==> config.mk <==
export PLATFORM = sky130hd
export DESIGN_NAME = saturn_jump_decoder_flat
export DESIGN_NICKNAME = d
export VERILOG_FILES = /design/src/rtl/saturn_jump_decoder_pkg.sv /design/src/rtl/saturn_jump_decoder_if.sv /design/src/rtl/saturn_jump_decoder.sv /design/src/flat_wrapper.sv
export SDC_FILE = /design/constraint.sdc
export NUM_CORES = 1
export LEC_CHECK = 0
export ABC_AREA = 1
export CORE_UTILIZATION = 53
export CTS_CLUSTER_DIAMETER = 40
export DETAILED_ROUTE_END_ITERATION = 16
export PLACE_DENSITY_LB_ADDON = 0.25
export SKIP_LAST_GASP = 1
export SYNTH_ARGS = -nofsm -noshare
export SYNTH_HDL_FRONTEND = slang
export SYNTH_SLANG_ARGS = --single-unit
==> constraint.sdc <==
create_clock -name i_clk -period 3.6 [get_ports i_clk]
set_clock_uncertainty 0.15 [all_clocks]
set_input_delay 0.36 -clock i_clk [delete_from_list [all_inputs] [get_ports i_clk]]
set_output_delay 0.36 -clock i_clk [all_outputs]
set_load 0.02 [all_outputs]
==> src/rtl/saturn_jump_decoder_pkg.sv <==
// -----------------------------------------------------------------------------
// saturn_jump_decoder_pkg
//   Shared types and constants for the Saturn jump/return front-end decoder:
//   FSM state encoding, jump-length codes (offset nibbles minus one), the
//   opcode nibbles that introduce jumps and returns, and a small decode record.
// -----------------------------------------------------------------------------
package saturn_jump_decoder_pkg;

  // Decoder states.
  typedef enum logic [2:0] {
    ST_IDLE   = 3'd0,  // waiting for the first nibble of an instruction
    ST_OP0    = 3'd1,  // first nibble was 0, second nibble selects RTN variant
    ST_OP8    = 3'd2,  // first nibble was 8, second nibble selects long jump
    ST_OFFSET = 3'd3,  // consuming target offset nibbles with strobes held
    ST_SKIP   = 3'd4   // consuming the offset of a GOC/GONC that is not taken
  } jd_state_t;

  // Jump length codes: number of offset nibbles minus one.
  localparam logic [2:0] JL_NONE = 3'd0;
  localparam logic [2:0] JL_REL2 = 3'd1;
  localparam logic [2:0] JL_REL3 = 3'd2;
  localparam logic [2:0] JL_REL4 = 3'd3;
  localparam logic [2:0] JL_ABS5 = 3'd4;

  // Counter value of the last nibble consumed in ST_SKIP (two nibbles).
  localparam logic [2:0] SKIP_LAST = 3'd1;

  // First-nibble opcodes.
  localparam logic [3:0] OP_BLOCK0 = 4'h0;
  localparam logic [3:0] OP_GOC    = 4'h4;
  localparam logic [3:0] OP_GONC   = 4'h5;
  localparam logic [3:0] OP_GOTO   = 4'h6;
  localparam logic [3:0] OP_GOSUB  = 4'h7;
  localparam logic [3:0] OP_BLOCK8 = 4'h8;

  // Second nibble after 8.
  localparam logic [3:0] OP_GOLONG = 4'hC;
  localparam logic [3:0] OP_GOVLNG = 4'hD;
  localparam logic [3:0] OP_GOSUBL = 4'hE;
  localparam logic [3:0] OP_GOSBVL = 4'hF;

  // Second nibble after 0.
  localparam logic [3:0] OP_RTNSXM = 4'h0;
  localparam logic [3:0] OP_RTN    = 4'h1;
  localparam logic [3:0] OP_RTNSC  = 4'h2;
  localparam logic [3:0] OP_RTNCC  = 4'h3;

  // Result of classifying one nibble as a jump opcode.
  typedef struct packed {
    logic       hit;   // nibble starts a taken jump
    logic [2:0] len;   // jump length code
    logic       push;  // subroutine call
  } jump_dec_t;

  // True for the four return opcodes of the 0x block.
  function automatic logic is_rtn_op(input logic [3:0] nib);
    return (nib == OP_RTNSXM) || (nib == OP_RTN) ||
           (nib == OP_RTNSC)  || (nib == OP_RTNCC);
  endfunction

endpackage

==> src/rtl/saturn_jump_decoder_if.sv <==
// -----------------------------------------------------------------------------
// saturn_jump_decoder_if
//   Groups the fetch-side inputs and the jump/RTN strobes of the decoder.
//   master : fetch/sequencer side (drives i_*, observes o_*)
//   slave  : the decoder (observes i_*, drives o_*)
//   Signals:
//     i_clk_en, i_phases[3:0], i_bus_busy, i_exec_unit_busy, i_instr_start,
//     i_nibble[3:0], i_carry, o_jump_instr, o_jump_length[2:0], o_push_pc,
//     o_block_0x, o_rtn_instr
// -----------------------------------------------------------------------------
interface saturn_jump_decoder_if;

  logic       i_clk_en;
  logic [3:0] i_phases;
  logic       i_bus_busy;
  logic       i_exec_unit_busy;
  logic       i_instr_start;
  logic [3:0] i_nibble;
  logic       i_carry;

  logic       o_jump_instr;
  logic [2:0] o_jump_length;
  logic       o_push_pc;
  logic       o_block_0x;
  logic       o_rtn_instr;

  modport master (
    output i_clk_en, i_phases, i_bus_busy, i_exec_unit_busy,
    output i_instr_start, i_nibble, i_carry,
    input  o_jump_instr, o_jump_length, o_push_pc, o_block_0x, o_rtn_instr
  );

  modport slave (
    input  i_clk_en, i_phases, i_bus_busy, i_exec_unit_busy,
    input  i_instr_start, i_nibble, i_carry,
    output o_jump_instr, o_jump_length, o_push_pc, o_block_0x, o_rtn_instr
  );

endinterface

==> src/rtl/saturn_jump_decoder.sv <==
// -----------------------------------------------------------------------------
// saturn_jump_decoder
//   Front-end jump/return decoder. Watches the fetched nibble stream and
//   produces the strobes the PC/RSTK unit uses to build jump targets and pop
//   the return stack. Handles GOC/GONC/GOTO/GOSUB, GOLONG/GOVLNG/GOSUBL/GOSBVL
//   and RTNSXM/RTN/RTNSC/RTNCC. Jump strobes stay asserted while the offset
//   nibbles stream past so the PC/RSTK unit can assemble the target.
//
//   Ports:
//     i_clk      in  system clock
//     i_reset_n  in  asynchronous active-low reset
//     jd         slave modport of saturn_jump_decoder_if:
//                  i_clk_en/i_bus_busy/i_exec_unit_busy qualify every update,
//                  i_phases one-hot phase (nibble valid in phase 2),
//                  i_instr_start marks first nibble, i_nibble, i_carry,
//                  o_jump_instr, o_jump_length, o_push_pc, o_block_0x,
//                  o_rtn_instr
// -----------------------------------------------------------------------------
module saturn_jump_decoder
  import saturn_jump_decoder_pkg::*;
(
  input  logic                  i_clk,
  input  logic                  i_reset_n,
  saturn_jump_decoder_if.slave  jd
);

  // ---------------------------------------------------------------------------
  // Cycle qualification
  // ---------------------------------------------------------------------------
  logic adv;
  logic adv_ph2;
  logic adv_ph3;
  logic unused_phases;

  assign adv     = jd.i_clk_en & ~jd.i_bus_busy & ~jd.i_exec_unit_busy;
  assign adv_ph2 = adv & jd.i_phases[2];
  assign adv_ph3 = adv & jd.i_phases[3];

  // Phases 0 and 1 carry no work for this block.
  assign unused_phases = &{1'b0, jd.i_phases[1:0]};

  // ---------------------------------------------------------------------------
  // State
  // ---------------------------------------------------------------------------
  jd_state_t  state_q,       state_d;
  logic [2:0] cnt_q,         cnt_d;
  logic       jump_instr_q,  jump_instr_d;
  logic [2:0] jump_length_q, jump_length_d;
  logic       push_pc_q,     push_pc_d;
  logic       block_0x_q,    block_0x_d;
  logic       rtn_instr_q,   rtn_instr_d;

  // ---------------------------------------------------------------------------
  // Opcode classifier
  //   short_dec : first nibble of an instruction (GOC/GONC/GOTO/GOSUB)
  //   short_skip: GOC/GONC whose condition fails; offset is consumed silently
  //   long_dec  : second nibble after 8 (GOLONG/GOVLNG/GOSUBL/GOSBVL)
  //   rtn_hit   : second nibble after 0 is one of the RTN variants
  // ---------------------------------------------------------------------------
  jump_dec_t short_dec;
  jump_dec_t long_dec;
  logic      short_skip;
  logic      rtn_hit;

  always_comb begin
    short_dec  = '0;
    short_skip = 1'b0;
    case (jd.i_nibble)
      OP_GOC: begin
        if (jd.i_carry) short_dec = '{hit: 1'b1, len: JL_REL2, push: 1'b0};
        else            short_skip = 1'b1;
      end
      OP_GONC: begin
        if (!jd.i_carry) short_dec = '{hit: 1'b1, len: JL_REL2, push: 1'b0};
        else             short_skip = 1'b1;
      end
      OP_GOTO:  short_dec = '{hit: 1'b1, len: JL_REL3, push: 1'b0};
      OP_GOSUB: short_dec = '{hit: 1'b1, len: JL_REL3, push: 1'b1};
      default:  short_dec = '0;
    endcase
  end

  always_comb begin
    long_dec = '0;
    case (jd.i_nibble)
      OP_GOLONG: long_dec = '{hit: 1'b1, len: JL_REL4, push: 1'b0};
      OP_GOVLNG: long_dec = '{hit: 1'b1, len: JL_ABS5, push: 1'b0};
      OP_GOSUBL: long_dec = '{hit: 1'b1, len: JL_REL4, push: 1'b1};
      OP_GOSBVL: long_dec = '{hit: 1'b1, len: JL_ABS5, push: 1'b1};
      default:   long_dec = '0;
    endcase
  end

  assign rtn_hit = is_rtn_op(jd.i_nibble);

  // ---------------------------------------------------------------------------
  // Next-state / output logic
  // ---------------------------------------------------------------------------
  always_comb begin
    state_d       = state_q;
    cnt_d         = cnt_q;
    jump_instr_d  = jump_instr_q;
    jump_length_d = jump_length_q;
    push_pc_d     = push_pc_q;
    block_0x_d    = block_0x_q;
    rtn_instr_d   = rtn_instr_q;

    // RTN strobe lives for exactly one qualified phase-3 slot.
    if (adv_ph3 && rtn_instr_q) begin
      rtn_instr_d = 1'b0;
    end

    if (adv_ph2) begin
      case (state_q)
        ST_IDLE: begin
          // Only instruction-start nibbles are decoded; the rest belong to
          // instructions handled by other units.
          if (jd.i_instr_start) begin
            if (jd.i_nibble == OP_BLOCK0) begin
              state_d    = ST_OP0;
              block_0x_d = 1'b1;
            end else if (jd.i_nibble == OP_BLOCK8) begin
              state_d = ST_OP8;
            end else if (short_dec.hit) begin
              state_d       = ST_OFFSET;
              cnt_d         = 3'd0;
              jump_instr_d  = 1'b1;
              jump_length_d = short_dec.len;
              push_pc_d     = short_dec.push;
            end else if (short_skip) begin
              state_d = ST_SKIP;
              cnt_d   = 3'd0;
            end
          end
        end

        ST_OP0: begin
          block_0x_d = 1'b0;
          if (rtn_hit) begin
            rtn_instr_d = 1'b1;
          end
          state_d = ST_IDLE;
        end

        ST_OP8: begin
          if (long_dec.hit) begin
            state_d       = ST_OFFSET;
            cnt_d         = 3'd0;
            jump_instr_d  = 1'b1;
            jump_length_d = long_dec.len;
            push_pc_d     = long_dec.push;
          end else begin
            state_d = ST_IDLE;
          end
        end

        ST_OFFSET: begin
          // The length code equals the index of the last offset nibble, so
          // the strobes drop on the edge that consumes that nibble.
          if (cnt_q == jump_length_q) begin
            state_d       = ST_IDLE;
            cnt_d         = 3'd0;
            jump_instr_d  = 1'b0;
            jump_length_d = JL_NONE;
            push_pc_d     = 1'b0;
          end else begin
            cnt_d = cnt_q + 3'd1;
          end
        end

        ST_SKIP: begin
          if (cnt_q == SKIP_LAST) begin
            state_d = ST_IDLE;
            cnt_d   = 3'd0;
          end else begin
            cnt_d = cnt_q + 3'd1;
          end
        end

        default: begin
          state_d       = ST_IDLE;
          cnt_d         = 3'd0;
          jump_instr_d  = 1'b0;
          jump_length_d = JL_NONE;
          push_pc_d     = 1'b0;
          block_0x_d    = 1'b0;
        end
      endcase
    end
  end

  // ---------------------------------------------------------------------------
  // Registers
  // ---------------------------------------------------------------------------
  always_ff @(posedge i_clk or negedge i_reset_n) begin
    if (!i_reset_n) begin
      state_q       <= ST_IDLE;
      cnt_q         <= 3'd0;
      jump_instr_q  <= 1'b0;
      jump_length_q <= JL_NONE;
      push_pc_q     <= 1'b0;
      block_0x_q    <= 1'b0;
      rtn_instr_q   <= 1'b0;
    end else begin
      state_q       <= state_d;
      cnt_q         <= cnt_d;
      jump_instr_q  <= jump_instr_d;
      jump_length_q <= jump_length_d;
      push_pc_q     <= push_pc_d;
      block_0x_q    <= block_0x_d;
      rtn_instr_q   <= rtn_instr_d;
    end
  end

  assign jd.o_jump_instr  = jump_instr_q;
  assign jd.o_jump_length = jump_length_q;
  assign jd.o_push_pc     = push_pc_q;
  assign jd.o_block_0x    = block_0x_q;
  assign jd.o_rtn_instr   = rtn_instr_q;

endmodule

==> src/flat_wrapper.sv <==
// flat-port wrapper written by rule: the top's interface ports become plain ports
module saturn_jump_decoder_flat import saturn_jump_decoder_pkg::*;
  (i_clk, i_reset_n, jd_i_clk_en, jd_i_phases, jd_i_bus_busy, jd_i_exec_unit_busy, jd_i_instr_start, jd_i_nibble, jd_i_carry, jd_o_jump_instr, jd_o_jump_length, jd_o_push_pc, jd_o_block_0x, jd_o_rtn_instr);
  saturn_jump_decoder_if jd_i ();
  input  logic i_clk;
  input  logic i_reset_n;
  input wire logic [$bits(jd_i.i_clk_en)-1:0] jd_i_clk_en;
  input wire logic [$bits(jd_i.i_phases)-1:0] jd_i_phases;
  input wire logic [$bits(jd_i.i_bus_busy)-1:0] jd_i_bus_busy;
  input wire logic [$bits(jd_i.i_exec_unit_busy)-1:0] jd_i_exec_unit_busy;
  input wire logic [$bits(jd_i.i_instr_start)-1:0] jd_i_instr_start;
  input wire logic [$bits(jd_i.i_nibble)-1:0] jd_i_nibble;
  input wire logic [$bits(jd_i.i_carry)-1:0] jd_i_carry;
  output wire logic [$bits(jd_i.o_jump_instr)-1:0] jd_o_jump_instr;
  output wire logic [$bits(jd_i.o_jump_length)-1:0] jd_o_jump_length;
  output wire logic [$bits(jd_i.o_push_pc)-1:0] jd_o_push_pc;
  output wire logic [$bits(jd_i.o_block_0x)-1:0] jd_o_block_0x;
  output wire logic [$bits(jd_i.o_rtn_instr)-1:0] jd_o_rtn_instr;
  assign jd_i.i_clk_en = jd_i_clk_en;
  assign jd_i.i_phases = jd_i_phases;
  assign jd_i.i_bus_busy = jd_i_bus_busy;
  assign jd_i.i_exec_unit_busy = jd_i_exec_unit_busy;
  assign jd_i.i_instr_start = jd_i_instr_start;
  assign jd_i.i_nibble = jd_i_nibble;
  assign jd_i.i_carry = jd_i_carry;
  assign jd_o_jump_instr = jd_i.o_jump_instr;
  assign jd_o_jump_length = jd_i.o_jump_length;
  assign jd_o_push_pc = jd_i.o_push_pc;
  assign jd_o_block_0x = jd_i.o_block_0x;
  assign jd_o_rtn_instr = jd_i.o_rtn_instr;
  saturn_jump_decoder u_core (.i_clk(i_clk), .i_reset_n(i_reset_n), .jd(jd_i));
endmodule
==> summary.md <==
| Metric | Value |
|---|---|
| Outcome | `finished clean` |
| Layout Nets | `196` |
| Post-synth EDFFs | `0` |
| CTS Buf Count | `3` |
| CTS sink count | `13` |
| Clk root buf | `clkbuf_4` |
| Area Growth Syn to Fin | `24.63%` |
| Detailed-route wire length per cell | `between 10 and 15 microns` |
| Sequential share of the synthesized area | `between 30% and 40%` |
| Synth warnings | `0` |
| Fin crit share | `roughly half` |
| End point of the critical path | `u_core.jd.o_jump_length[2]$_DFFE_PN0P_` |
| WP data arrival | `~1.9 ns` |
| CORE AREA | `about 1700 sq um` |
| TNS Setup | `0 ns` |
| Final instance area | `approximately 1300 sq um` |
| Data required, critical path | `between 3 and 4 ns` |
| Initial antenna violation count | `0` |
| # IOs | `22` |
| Largest net degree at the start of global routing | `14` |
| Clk slew on worst S/H paths | `0.08 ns` |
| Final setup fails | `0` |
| Worst-path fanout max | `6` |
| Most used DFF post-synth | `dfrtp_1` |
| Crit path depth | `8` |
| Dpl hpwl | `approximately 1900 microns` |
| Mean Syn Cell Area | `around 6.5 sq um` |
| Layout cell share with drive strength beyond 1 | `7.303%` |
| Net count after synthesis | `172` |
| Post-CTS setup buffer count | `0` |
| Vias/cell | `about 5.2` |
| Fin. max-slew vios | `0` |
| Resized Gates After CTS | `0` |
| CP max-delay cell | `clkdlybuf4s50_1` |
| Placed Cells | `~200` |
| Grt total ovfl | `0` |
| Number of synthesized register bits | `13` |
| Global-route wire length before repair | `about 3700 microns` |
| Worst-path cell chain | `clkdlybuf4s50_1, nand2_1, a21oi_1, nand2_1, nand3_1, nand3_4, nand2_1, nand2_1` |
| Crit end category | `flop` |
| Worst-Skew Late Latency | `0.29 ns` |
| Drt pass-1 iters | `4` |
| FF-to-FF End | `u_core.jd.o_jump_length[2]$_DFFE_PN0P_` |
| Startpoint types | `input pin` |
| Family with the most delay on the worst path | `simple AND/OR/NAND/NOR gates` |
| Async set or reset register ratio after synthesis | `100.0%` |
| ANT cells | `0` |
| Drt drc | `0` |
| Initial Util | `about 58%` |
| IO buf count | `19` |
| Routed wire length | `between 2000 and 2500 microns` |
| Post-Syn Area | `1006 sq um` |
| Crit-path max cell delay | `roughly 0.55 ns` |
| Die area | `~2100 sq um` |
| Placed cell areas | `1227 sq um` |
| Hold Crit Class | `input pin to asynchronous set/reset pin` |
| Netlist cell types | `23` |
| Critical R2R Launch | `u_core.state_q[0]$_DFFE_PN0P_` |
| Die Y | `between 40 and 50 microns` |
| Leakage | `approximately 0.65 nW` |
| CP dominant cell by count | `nand2_1` |
| F_max | `539.5 MHz` |
| First DRT Iteration DRCs | `36` |
| Actual slew at the worst max-slew pin | `a little under 0.6 ns` |
| CTS H-tree depth | `1` |
| Worst rel slew slack | `60.59%` |
| VDD IR-drop max | `approximately 380 uV` |
| R2R setup slack | `between 1.5 and 2 ns` |
| Post-route antenna net violation count | `0` |
| Fin crit period | `1.854 ns` |
| Max-cap viol count | `0` |
| # rows | `15` |
| Cell Count, Final, Fillers Out | `roughly 200` |
| Reg2Reg Depth | `9` |
| Gate Count Post-Synth | `155` |
| Vias in the first global route | `about 900` |
| Gr usage total | `approximately a quarter` |
| CTS tree | `done` |
| Via count | `~1,100` |
| Final hold violation count | `0` |
| Critical path class | `input pin to flop` |
| Total power per unit cell area | `around 560 nW/um^2` |
| # hold bufs at CTS | `0` |
| CP Buf/Inv Count | `1` |
| CTS max path bufs | `2` |
| RePlAce Congestion | `0.9059` |
| Die W | `45.57 microns` |
| Worst setup path startpoint | `jd_i_nibble[2]` |
| RSZ-0062 raised after global routing | `no` |
placed cells by master (no fill, tap or decap):
master           Yosys  final
a21boi_0             1      1
a21oi_1              1      1
a21oi_2              1      1
clkbuf_1             0      1
clkbuf_4             0      3
clkdlybuf4s50_1      0     19
dfrtp_1             13     13
ha_1                 2      2
inv_1               22     22
inv_2                2      2
inv_4                1      1
nand2_1             55     55
nand2_2              1      1
nand2_4              1      1
nand3_1             12     12
nand3_2              1      1
nand3_4              2      2
nand4_1              9      9
nor2_1              16     16
nor2_4               1      1
nor3_1               2      2
o21ai_0              6      6
o21ai_1              3      3
o41ai_1              1      1
xnor2_1              1      1
xor2_1               1      1
cell usage after synthesis, types with 2 or more instances:
cell / n / area, sq um
o21ai_1: 3 / 15.01
inv_2: 2 / 7.510
nand4_1: 9 / 56.30
nand2_1: 55 / 206.5
ha_1: 2 / 25.02
nand3_4: 2 / 35.03
inv_1: 22 / 82.58
nor3_1: 2 / 10.01
nand3_1: 12 / 60.06
nor2_1: 16 / 60.06
o21ai_0: 6 / 30.03
dfrtp_1: 13 / 325.3
worst min-delay path by stage:
stage	endpoint	slack, ns	depth (start not counted)
floorplan	u_core.cnt_q[0]$_DFFE_PN0P_	-0.09	0
global placement	u_core.jd.o_push_pc$_DFFE_PN0P_	0.31	2
detailed placement	u_core.jd.o_jump_instr$_DFFE_PN0P_	0.31	2
CTS	u_core.jd.o_rtn_instr$_DFF_PN0_	0.31	1
global route	u_core.jd.o_rtn_instr$_DFF_PN0_	0.33	1
finish	u_core.jd.o_rtn_instr$_DFF_PN0_	0.29	1
metrics by stage:
step / setup WS, ns / utilization, % / hold WS [ns] / power (mW)
after floorplan: 2.119 / - / -0.08559 / 0.4910
after global placement: 1.522 / 70.32 / 0.3076 / 0.5894
after detailed placement: 1.463 / 70.32 / 0.3139 / 0.6040
after CTS: 1.768 / 71.83 / 0.3139 / 0.6953
after global routing: 1.619 / 71.83 / 0.3338 / 0.7507
final: 1.746 / 71.83 / 0.2915 / 0.6993
cells by family after synthesis:
family	after synthesis	share of synthesized area (%)
AND/OR/NAND/NOR	100	46.39
buffers and inverters	25	9.578
AO/OA/AOI/OAI	13	7.462
flip-flops	13	32.34
XOR/XNOR	2	1.742
adder cells (fa/ha/maj)	2	2.487
final cells by class:
type,count,area (sq um)
tap,25,31.28
inverter,25,96.34
fill,147,491.7
multi-input combinational,117,584.3
timing repair buffer,19,190.2
sequential,13,325.3
clock buffer,4,26.28
per-layer routing:
metal	GRT usage, %	up-vias	part of all wire (%)
li1	-	543	-
met1	28.92	490	45
met2	43.71	24	49
met3	7.540	2	5.7
met4	3.636	0	0.26
met5	0	-	0
where the power goes:
group	internal (mW)	switching (mW)	total (mW)
combinational	0.131	0.265	0.396
clock	0.0431	0.0495	0.0926
sequential	0.178	0.0321	0.210
total	0.353	0.347	0.699
flip-flops by register name (all words and copies together) (netlist names):
register	count
u_core.cnt_q	3
u_core.jd.o_jump_length	3
u_core.state_q	3
u_core.jd.o_block_0x	1
u_core.jd.o_jump_instr	1
u_core.jd.o_push_pc	1
u_core.jd.o_rtn_instr	1
Note: power is estimated with default switching activity, not from simulation.
